$ cat src/rtl/dbus_xbar_pkg.sv
// Shared bus widths, decode constants and FSM encoding for the data-bus crossbar.
package dbus_xbar_pkg;

   localparam int XLEN        = 32;
   localparam int BUS_WIDTH   = 32;
   localparam int BUS_ACC_CNT = 4;
   localparam int BUS_ACC_W   = $clog2(BUS_ACC_CNT);
   localparam int DBUS_SPAN_W = 6;
   localparam int DBUS_IDX_W  = 4;

   typedef enum logic [1:0] {
      ST_IDLE = 2'd0,
      ST_BUSY = 2'd1,
      ST_ERR  = 2'd2
   } dbus_state_e;

   // Low-order offset mask of a window of 2**span bytes.
   function automatic logic [XLEN-1:0] span_mask(input logic [DBUS_SPAN_W-1:0] span);
      return (XLEN'(1) << span) - XLEN'(1);
   endfunction

endpackage

$ cat src/rtl/dbus_xbar_decode.sv
// Address window decoder: one-hot winning slot plus hit flag, lowest index wins.
module dbus_decode
   import dbus_xbar_pkg::*;
#(
   parameter int                               SLAVE_CNT = 6,
   parameter logic [SLAVE_CNT*XLEN-1:0]        S_BASE    = '0,
   parameter logic [SLAVE_CNT*DBUS_SPAN_W-1:0] S_SPAN    = '0
) (
   input  logic [XLEN-1:0]      addr_i,
   output logic [SLAVE_CNT-1:0] onehot_o,
   output logic                 hit_o
);

   logic [XLEN-1:0] mask;

   // Scan from slot 0 upward; the first matching window locks out the rest.
   always_comb begin
      onehot_o = '0;
      hit_o    = 1'b0;
      mask     = '0;
      for (int i = 0; i < SLAVE_CNT; i++) begin
         mask = span_mask(S_SPAN[i*DBUS_SPAN_W +: DBUS_SPAN_W]);
         if (!hit_o && ((addr_i & ~mask) == S_BASE[i*XLEN +: XLEN])) begin
            onehot_o[i] = 1'b1;
            hit_o       = 1'b1;
         end
      end
   end

endmodule

$ cat src/rtl/dbus_xbar.sv
// Single-master data-bus interconnect: window decode, one outstanding
// transaction, locally generated decode-miss and timeout error responses.
module dbus_xbar
   import dbus_xbar_pkg::*;
#(
   parameter int                               SLAVE_CNT   = 6,
   parameter logic [SLAVE_CNT*XLEN-1:0]        S_BASE      = {32'h80000000, 32'h40000000,
                                                              32'h30000000, 32'h20000000,
                                                              32'h10000000, 32'h00000000},
   parameter logic [SLAVE_CNT*DBUS_SPAN_W-1:0] S_SPAN      = {6'd31, 6'd3, 6'd24,
                                                              6'd19, 6'd12, 6'd12},
   parameter int                               TIMEOUT_CYC = 255
) (
   input  logic                           clk,
   input  logic                           rst,
   input  logic                           m_req_i,
   input  logic [XLEN-1:0]                m_addr_i,
   input  logic                           m_w_rb_i,
   input  logic [BUS_ACC_W-1:0]           m_acc_i,
   input  logic [BUS_WIDTH-1:0]           m_wdata_i,
   output logic                           m_ready_o,
   output logic                           m_resp_o,
   output logic [BUS_WIDTH-1:0]           m_rdata_o,
   output logic                           m_fault_o,
   output logic [SLAVE_CNT-1:0]           s_req_o,
   output logic [SLAVE_CNT*XLEN-1:0]      s_addr_o,
   output logic [SLAVE_CNT-1:0]           s_w_rb_o,
   output logic [SLAVE_CNT*BUS_ACC_W-1:0] s_acc_o,
   output logic [SLAVE_CNT*BUS_WIDTH-1:0] s_wdata_o,
   input  logic [SLAVE_CNT-1:0]           s_resp_i,
   input  logic [SLAVE_CNT*BUS_WIDTH-1:0] s_rdata_i,
   input  logic [SLAVE_CNT-1:0]           s_fault_i,
   output logic                           bus_fault_o,
   output logic                           timeout_o,
   output logic [DBUS_IDX_W-1:0]          err_idx_o
);

   localparam int              CNT_W    = (TIMEOUT_CYC < 2) ? 1 : $clog2(TIMEOUT_CYC);
   localparam logic [CNT_W-1:0] CNT_LAST = CNT_W'((TIMEOUT_CYC == 0) ? 0 : TIMEOUT_CYC - 1);

   dbus_state_e             state_q;
   logic [DBUS_IDX_W-1:0]   sel_q;
   logic [CNT_W-1:0]        cnt_q;
   logic [DBUS_IDX_W-1:0]   err_idx_q;

   logic [SLAVE_CNT-1:0]    win_onehot;
   logic                    hit;
   logic [DBUS_IDX_W-1:0]   win_idx;
   logic [DBUS_IDX_W-1:0]   cur_idx;
   logic                    cur_resp;
   logic                    cur_fault;
   logic [BUS_WIDTH-1:0]    cur_rdata;
   logic                    accept;

   dbus_decode #(
      .SLAVE_CNT (SLAVE_CNT),
      .S_BASE    (S_BASE),
      .S_SPAN    (S_SPAN)
   ) u_decode (
      .addr_i   (m_addr_i),
      .onehot_o (win_onehot),
      .hit_o    (hit)
   );

   // One-hot winner to slot index.
   always_comb begin
      win_idx = '0;
      for (int i = 0; i < SLAVE_CNT; i++) begin
         if (win_onehot[i]) win_idx = DBUS_IDX_W'(i);
      end
   end

   // In IDLE the candidate is the decode winner (same-cycle response); otherwise the latched slot.
   always_comb begin
      cur_idx   = (state_q == ST_IDLE) ? win_idx : sel_q;
      cur_resp  = 1'b0;
      cur_fault = 1'b0;
      cur_rdata = '0;
      for (int i = 0; i < SLAVE_CNT; i++) begin
         if (cur_idx == DBUS_IDX_W'(i)) begin
            cur_resp  = s_resp_i[i];
            cur_fault = s_fault_i[i];
            cur_rdata = s_rdata_i[i*BUS_WIDTH +: BUS_WIDTH];
         end
      end
   end

   assign m_ready_o = (state_q == ST_IDLE);
   assign accept    = m_req_i & m_ready_o;
   assign s_req_o   = (accept && hit) ? win_onehot : '0;
   assign s_w_rb_o  = {SLAVE_CNT{m_w_rb_i}};
   assign err_idx_o = err_idx_q;

   // Per-slot offsets; access size and write data are broadcast.
   always_comb begin
      s_addr_o  = '0;
      s_acc_o   = '0;
      s_wdata_o = '0;
      for (int i = 0; i < SLAVE_CNT; i++) begin
         s_addr_o[i*XLEN +: XLEN]           = m_addr_i & span_mask(S_SPAN[i*DBUS_SPAN_W +: DBUS_SPAN_W]);
         s_acc_o[i*BUS_ACC_W +: BUS_ACC_W]  = m_acc_i;
         s_wdata_o[i*BUS_WIDTH +: BUS_WIDTH] = m_wdata_i;
      end
   end

   // Master-side response, decode-miss and timeout pulses; a real response beats a timeout.
   always_comb begin
      m_resp_o    = 1'b0;
      m_fault_o   = 1'b0;
      m_rdata_o   = '0;
      bus_fault_o = 1'b0;
      timeout_o   = 1'b0;
      case (state_q)
         ST_IDLE: begin
            if (accept) begin
               if (!hit) begin
                  bus_fault_o = 1'b1;
               end else if (cur_resp) begin
                  m_resp_o  = 1'b1;
                  m_fault_o = cur_fault;
                  m_rdata_o = cur_rdata;
               end
            end
         end
         ST_BUSY: begin
            if (cur_resp) begin
               m_resp_o  = 1'b1;
               m_fault_o = cur_fault;
               m_rdata_o = cur_rdata;
            end else if ((TIMEOUT_CYC != 0) && (cnt_q == CNT_LAST)) begin
               m_resp_o  = 1'b1;
               m_fault_o = 1'b1;
               timeout_o = 1'b1;
            end
         end
         ST_ERR: begin
            m_resp_o  = 1'b1;
            m_fault_o = 1'b1;
         end
         default: ;
      endcase
   end

   // Transaction FSM: slot latch, BUSY cycle counter and sticky error index.
   always_ff @(posedge clk or posedge rst) begin
      if (rst) begin
         state_q   <= ST_IDLE;
         sel_q     <= '0;
         cnt_q     <= '0;
         err_idx_q <= '0;
      end else begin
         case (state_q)
            ST_IDLE: begin
               if (accept) begin
                  if (hit) begin
                     sel_q <= win_idx;
                     cnt_q <= '0;
                     if (cur_resp) begin
                        if (cur_fault) err_idx_q <= win_idx;
                     end else begin
                        state_q <= ST_BUSY;
                     end
                  end else begin
                     state_q <= ST_ERR;
                  end
               end
            end
            ST_BUSY: begin
               cnt_q <= cnt_q + CNT_W'(1);
               if (cur_resp) begin
                  state_q <= ST_IDLE;
                  if (cur_fault) err_idx_q <= sel_q;
               end else if (timeout_o) begin
                  state_q   <= ST_IDLE;
                  err_idx_q <= sel_q;
               end
            end
            ST_ERR:  state_q <= ST_IDLE;
            default: state_q <= ST_IDLE;
         endcase
      end
   end

endmodule

$ cat config.mk
export PLATFORM = sky130hd
export DESIGN_NAME = dbus_xbar
export DESIGN_NICKNAME = d
export VERILOG_FILES = /design/src/rtl/dbus_xbar_pkg.sv /design/src/rtl/dbus_xbar_decode.sv /design/src/rtl/dbus_xbar.sv
export SDC_FILE = /design/constraint.sdc
export NUM_CORES = 1
export LEC_CHECK = 0
export CORE_AREA = 2 2 280 282
export DETAILED_ROUTE_END_ITERATION = 6
export DIE_AREA = 0 0 282 284
export GPL_ROUTABILITY_DRIVEN = 0
export PLACE_DENSITY = 0.32
export REMOVE_ABC_BUFFERS = 1
export SYNTH_ARGS = -nofsm -noshare
export SYNTH_HDL_FRONTEND = slang
export SYNTH_SLANG_ARGS = --single-unit
$ cat constraint.sdc
create_clock -name clk -period 2.72 [get_ports clk]
set_input_delay 0.408 -clock clk [delete_from_list [all_inputs] [get_ports clk]]
set_output_delay 0.408 -clock clk [all_outputs]
set_load 0.005 [all_outputs]
==> impl_metrics.tcl, run 1 <==
set metrics [dict create \
    cp.arrival_ns 2.85 \
    crit_buf_inv 5 \
    ys_seq_area_frac 0.0682 \
    ir_drop_mv 0.200 \
    worstHoldStart "err_idx_o[1]" \
    antenna_found_initial 3 \
    slew_violations 0 \
    io_pins 723 \
    start_kind "input port" \
    numCtsBuffers 3 \
    fin_nets 1124 \
    p_leak_nw 3.67 \
    p_per_area_nw_per_um2 295 \
    grt_max_degree 30 \
    cp_data_required_time_ns 2.31 \
    min_period_ns 3.26 \
    cts-root-buf "clkbuf_16" \
    min_to "err_idx_o[1]" \
    layout_commonest_cell "clkdlybuf4s50_1" \
    drcViolationCount 0 \
    final.setup.tns_ns -17.34 \
    ctsHoldBuffers 0 \
    insertion_delay_ns 0.24 \
    cp-end-kind "output pin" \
    total_power_w 0.00284 \
    violations "negative setup slack" \
    wl_mm 41.3 \
    syn-mean-instance-area_um2 8.45 \
    critical-path-top-delay-family "simple AND/OR/NAND/NOR gates" \
    via_count 5198 \
    rr_worst_depth 11 \
    cts_tree "done" \
    yosysTopAreaCell "buf_4" \
    rsz0062_at_grt "true" \
    grt_pass1_wl_mm 53.3 \
    hold_viol 0 \
    cts_max_level 1 \
    final.setup.worst_slack_ns -0.540 \
    drt.antenna.violating_nets 0 \
    setup_viol 39 \
    area_growth_pct 63.6 \
    place_ws_ns -1.59 \
    worstPathCellList "buf_6, nor4_4, nand4_2, or2_4, o21ai_4, mux2i_4, buf_12, buf_12, buf_6, mux4_2, a22oi_2, nor2_1, buf_2" \
    vias_per_cell 2.76 \
    overflow 0 \
    dp_cells 1847 \
    synth_cell_types 47 \
    final_cell_mix "clkdlybuf4s50_1 (294), conb_1 (92), buf_4 (83)" \
    first_global_vias 5735 \
    critical_path_peak_fanout 7 \
    r2r_setup_slack_ns -0.23 \
    clock_skew_ns 0.00241 \
    groute.usage.overall 0.0977 \
    final_cell_count_no_fill 1886 \
    cts_buffer_depth 2 \
    drive_gt1_frac 0.405 \
    detail_route.wl_per_cell_um 21.9 \
    portBuffers 364 \
    clkSinkCount 16 \
    worstReg2RegStart "state_q[1]" \
    first_pass_iters 4 \
    dpl.hpwl_mm 35.4 \
    synth_seq_cells 16 \
    hold-path-cell-count 1 \
    crit_slowest_cell "mux4_2" \
    period_share 1.20 \
    drt_iter0_markers 148 \
    r2r_end "err_idx_o[2]" \
    dieArea_um2 80100 \
    clk_pin_slew_worst_paths_ns 0.05 \
    maxCapViolCount 0 \
    synth_cells 695 \
    netlist_top_cells_area "buf_4 (52%), mux4_2 (12%), mux2_2 (7.5%)" \
    syn-cell-area_um2 5870 \
    hold_path.class "reg2reg" \
    slew_headroom 0.570 \
    path_class "in2out" \
    yosysWarningCount 0 \
    n_fill_cell 8834 \
    diodes 0 \
    num_rows 102 \
    die_x_um 282 \
    worst_pin_slew_ns 0.645 \
    core_area_um2 77000 \
    initial_core_util 0.0763 \
    crit_path_max_incr_delay_ns 0.48 \
    synth_top_area_share 0.515 \
    fmaxAchievable_mhz 307 \
    fp.dieH_um 284 \
    status "complete, but fails checks" \
]
[synth_stat cells (all sizes together)]
| cell | n |
|---|---|
| buf | 417 |
| nor2 | 45 |
| mux2 | 43 |
| a22oi | 32 |
| mux4 | 32 |
| dfrtp | 16 |
| nand2 | 15 |
| clkbuf | 12 |
| mux2i | 9 |
| nor3 | 8 |
| nand4 | 6 |
| o21ai | 6 |
| inv | 5 |
| or3 | 5 |
| a21oi | 4 |
| nor4 | 4 |
| xor2 | 4 |
| nand2b | 3 |
| nand3 | 3 |
| or2 | 3 |
| a211oi | 2 |
| and3 | 2 |
| ha | 2 |
| nand3b | 2 |
| nor2b | 2 |
| o21a | 2 |
| o31ai | 2 |
| a31oi | 1 |
| conb | 1 |
| nand4b | 1 |
| nor3b | 1 |
| nor4b | 1 |
| o21ba | 1 |
| o21bai | 1 |
| o311a | 1 |
| o31a | 1 |
[metrics by stage]
| stage | util | cell area (um2) | hold WS, ns |
|---|---|---|---|
| floorplan | - | 3050 | 0.322 |
| global placement | 0.114 | 8740 | 0.506 |
| detailed placement | 0.114 | 8740 | 0.511 |
| CTS | 0.123 | 9480 | 0.523 |
| global route | 0.125 | 9610 | 0.546 |
| finish | 0.125 | 9610 | 0.520 |
[routing by layer]
metal	share of wire	GRT usage	vias to the layer above
met5	0.0089	0.0366	-
met4	0.025	0.0180	8
met3	0.18	0.0673	33
met2	0.45	0.157	562
met1	0.34	0.103	2426
li1	-	-	2169
[sequential cells by signal (all words and copies together) (netlist names)]
| name | cells |
|---|---|
| sel_q | 3 |
| err_idx_o | 3 |
| cnt_q | 8 |
| state_q | 2 |
[area by class of cell]
cell class,instances,area (um2),share of cell area
Inverter,5,18.8,0.00195
Tap cell,1040,1300,0.135
Timing Repair Buffer,486,4730,0.492
Sequential cell,16,400,0.0417
Clock buffer,3,75.1,0.00781
Multi-Input combinational cell,336,3080,0.321
[logic make-up after synthesis]
kind of cell,count (synthesis),synth area share
muxes,84,0.224
DFF,16,0.0682
adders and majority gates,2,0.00426
buffers and inverters,434,0.542
other,1,0.000638
AOI/OAI and AO/OA,53,0.0682
and+or+nand+nor,101,0.0873
xor gates and xnor gates,4,0.00596
[timing repair]
action                                  CTS  global route
endpoints found under the setup margin   54            45
pin swaps                                52            37
resized for setup                       342            54
setup buffers                            32             6
cloned                                    6             0
[worst max-delay path by stage]
stage,from,endpoint,slack [ns],cells past startpoint
final,m_addr_i[25],m_rdata_o[21],-0.54,13
after floorplan,state_q[0],m_rdata_o[0],-2.71,6
after CTS,m_addr_i[27],m_fault_o,-0.63,11
after detailed placement,m_addr_i[21],m_fault_o,-1.59,11
after global routing,m_addr_i[25],m_rdata_o[4],-0.68,13
after global placement,m_addr_i[21],m_rdata_o[5],-1.58,12
[worst register-to-register path, cell delays in order, from the launching register on]
cell     delay [ns]
dfrtp_1        0.36
or2_2          0.32
buf_4          0.16
nand2_2        0.08
o21a_4         0.23
mux2i_4        0.34
mux2i_4        0.11
mux2_4         0.32
buf_6          0.13
o311a_4        0.36
buf_6          0.14
mux2_4         0.28
[power breakdown]
| group | switching [W] | internal, W |
|---|---|---|
| clock | 0.0000893 | 0.000193 |
| sequential | 0.0000433 | 0.000282 |
| combinational | 0.000894 | 0.00133 |
(Power assumes the default switching activity.)
==> run 2, diff against run 1 <==
--- a/config.mk
+++ b/config.mk
@@ -5,6 +5,7 @@
 export SDC_FILE = /design/constraint.sdc
 export NUM_CORES = 1
 export LEC_CHECK = 0
+export ABC_AREA = 0
 export CORE_AREA = 2 2 280 282
 export DETAILED_ROUTE_END_ITERATION = 6
 export DIE_AREA = 0 0 282 284
==> results of run 2 <==
Same layout as run 1: the final DEF is identical, and so are final timing and power.
==> run 3, diff against run 2 <==
--- a/config.mk
+++ b/config.mk
@@ -7,6 +7,7 @@
 export LEC_CHECK = 0
 export ABC_AREA = 0
 export CORE_AREA = 2 2 280 282
+export CTS_BUF_LIST = sky130_fd_sc_hd__clkbuf_4 sky130_fd_sc_hd__clkbuf_8
 export DETAILED_ROUTE_END_ITERATION = 6
 export DIE_AREA = 0 0 282 284
 export GPL_ROUTABILITY_DRIVEN = 0
==> impl_metrics.tcl, run 3 (synthesis gave the netlist of run 1 again) <==
set metrics [dict create \
    drive_gt1_frac 0.401 \
    grt_pass1_wl_mm 53.3 \
    cts_max_level 1 \
    first_global_vias 5735 \
    r2r_end "err_idx_o[2]" \
    n_fill_cell 8839 \
    cts-root-buf "clkbuf_8" \
    status "complete, but fails checks" \
    insertion_delay_ns 0.25 \
    place_ws_ns -1.59 \
    vias_per_cell 2.75 \
    min_period_ns 3.25 \
    fmaxAchievable_mhz 307 \
    maxCapViolCount 0 \
    cts_buffer_depth 2 \
    cp-endpoint "m_fault_o" \
    drcViolationCount 0 \
    detail_route.wl_per_cell_um 21.8 \
    portBuffers 364 \
    num_rows 102 \
    antenna_found_initial 3 \
    grt.busiest_layer "met2" \
    slew_violations 0 \
    period_share 1.20 \
    worstReg2RegStart "state_q[1]" \
    hold_viol 0 \
    drt_iter0_markers 162 \
    layout_commonest_cell "clkdlybuf4s50_1" \
    dpl.hpwl_mm 35.4 \
    hold_slack_ns 0.523 \
    cp-end-kind "output pin" \
    total_power_w 0.00272 \
    fin_nets 1124 \
    cp.arrival_ns 2.84 \
    clk_pin_slew_worst_paths_ns 0.06 \
    cp_data_required_time_ns 2.31 \
    met3_usage 0.0673 \
    met2_usage 0.157 \
    ir_drop_mv 0.171 \
    wl_mm 41.1 \
    via_count 5180 \
    start_kind "input port" \
    path_class "in2out" \
    gr-usage-met1 0.103 \
    setup_viol 39 \
    groute.usage.overall 0.0977 \
    p_per_area_nw_per_um2 284 \
    diodes 0 \
    overflow 0 \
    rr_worst_depth 11 \
    dieArea_um2 80100 \
    cp-startpoint "m_addr_i[25]" \
    core_area_um2 77000 \
    fp.dieH_um 284 \
    clkSinkCount 16 \
    numCtsBuffers 3 \
    io_pins 723 \
    final.setup.tns_ns -17.36 \
    critical_path_peak_fanout 4 \
    initial_core_util 0.0763 \
    drt.antenna.violating_nets 0 \
    hold_path.class "reg2reg" \
    clock_skew_ns 0.00129 \
    final_cell_mix "clkdlybuf4s50_1 (294), conb_1 (92), buf_4 (83)" \
    area_growth_pct 62.9 \
    worst_pin_slew_ns 0.642 \
    largest_reg_flops 8 \
    slew_headroom 0.572 \
    utilization 0.124 \
    largest-register "cnt_q" \
    p_leak_nw 3.67 \
    r2r_setup_slack_ns -0.22 \
    rsz0062_at_grt "true" \
    violations "negative setup slack" \
    first_pass_iters 4 \
    cts_tree "done" \
    grt_max_degree 30 \
    die_x_um 282 \
    final.setup.worst_slack_ns -0.533 \
]
run 3: cell count changes in the layout (fill, tap and decap cells not counted), moves of 2 or more:
| cell | previous run | this run |
|---|---|---|
| clkbuf_16 | 3 | 0 |
| clkbuf_8 | 0 | 3 |
| nor2_1 | 33 | 36 |
| nor2_4 | 6 | 4 |
run 3: how the worst min path moves through the flow:
stage,slack [ns],start,depth (start not counted),endpoint
3_3_place_gp,0.51,err_idx_o[1],1,err_idx_o[1]
3_5_place_dp,0.51,err_idx_o[1],1,err_idx_o[1]
4_1_cts,0.53,err_idx_o[1],1,err_idx_o[1]
6_report,0.52,err_idx_o[1],1,err_idx_o[1]
5_1_grt,0.55,err_idx_o[1],1,err_idx_o[1]
2_1_floorplan,0.32,rst,1,cnt_q[0]
run 3: layer usage:
layer	vias to the layer above	wire length, um
met2	556	18400
li1	2167	-
met1	2420	14600
met4	8	1020
met3	29	6710
met5	-	352
run 3: layout make-up:
| class | instances | area (um2) | area share |
|---|---|---|---|
| clock buffer | 3 | 41.3 | 0.00431 |
| tap | 1040 | 1300 | 0.136 |
| sequential | 16 | 400 | 0.0418 |
| multi-input combinational | 336 | 3080 | 0.322 |
| timing repair buffer | 486 | 4730 | 0.494 |
| inverter | 5 | 21.3 | 0.00222 |
run 3: worst max-delay path, stage by stage:
cell and delay [ns]:
buf_6 0.10, nor4_4 0.31, nand4_2 0.18, or2_4 0.29
o31a_4 0.34, mux2i_4 0.21, mux2_4 0.32, buf_6 0.14
o311a_4 0.36, nand2_2 0.07, buf_6 0.10
run 3: stage by stage:
| stage | instance area [um2] | instances |
|---|---|---|
| 2_1_floorplan | 3050 | 357 |
| 3_3_place_gp | 8740 | 1847 |
| 3_5_place_dp | 8740 | 1847 |
| 4_1_cts | 9440 | 1886 |
| 5_1_grt | 9570 | 1886 |
| 6_report | 9570 | 1886 |
run 3: power breakdown:
group	internal [W]	switching (W)
registers	0.000281	0.0000445
clock network	0.0000981	0.0000811
logic	0.00133	0.000884
total	0.00171	0.00101
run 3: what timing repair did:
action,4_1_cts,5_1_grt
gates resized for setup,342,51
pin swaps,52,37
endpoints found under the setup margin,54,45
buffers inserted,32,6
hold buffers,0,0
gates cloned,6,0
endpoints found under the hold margin,0,0
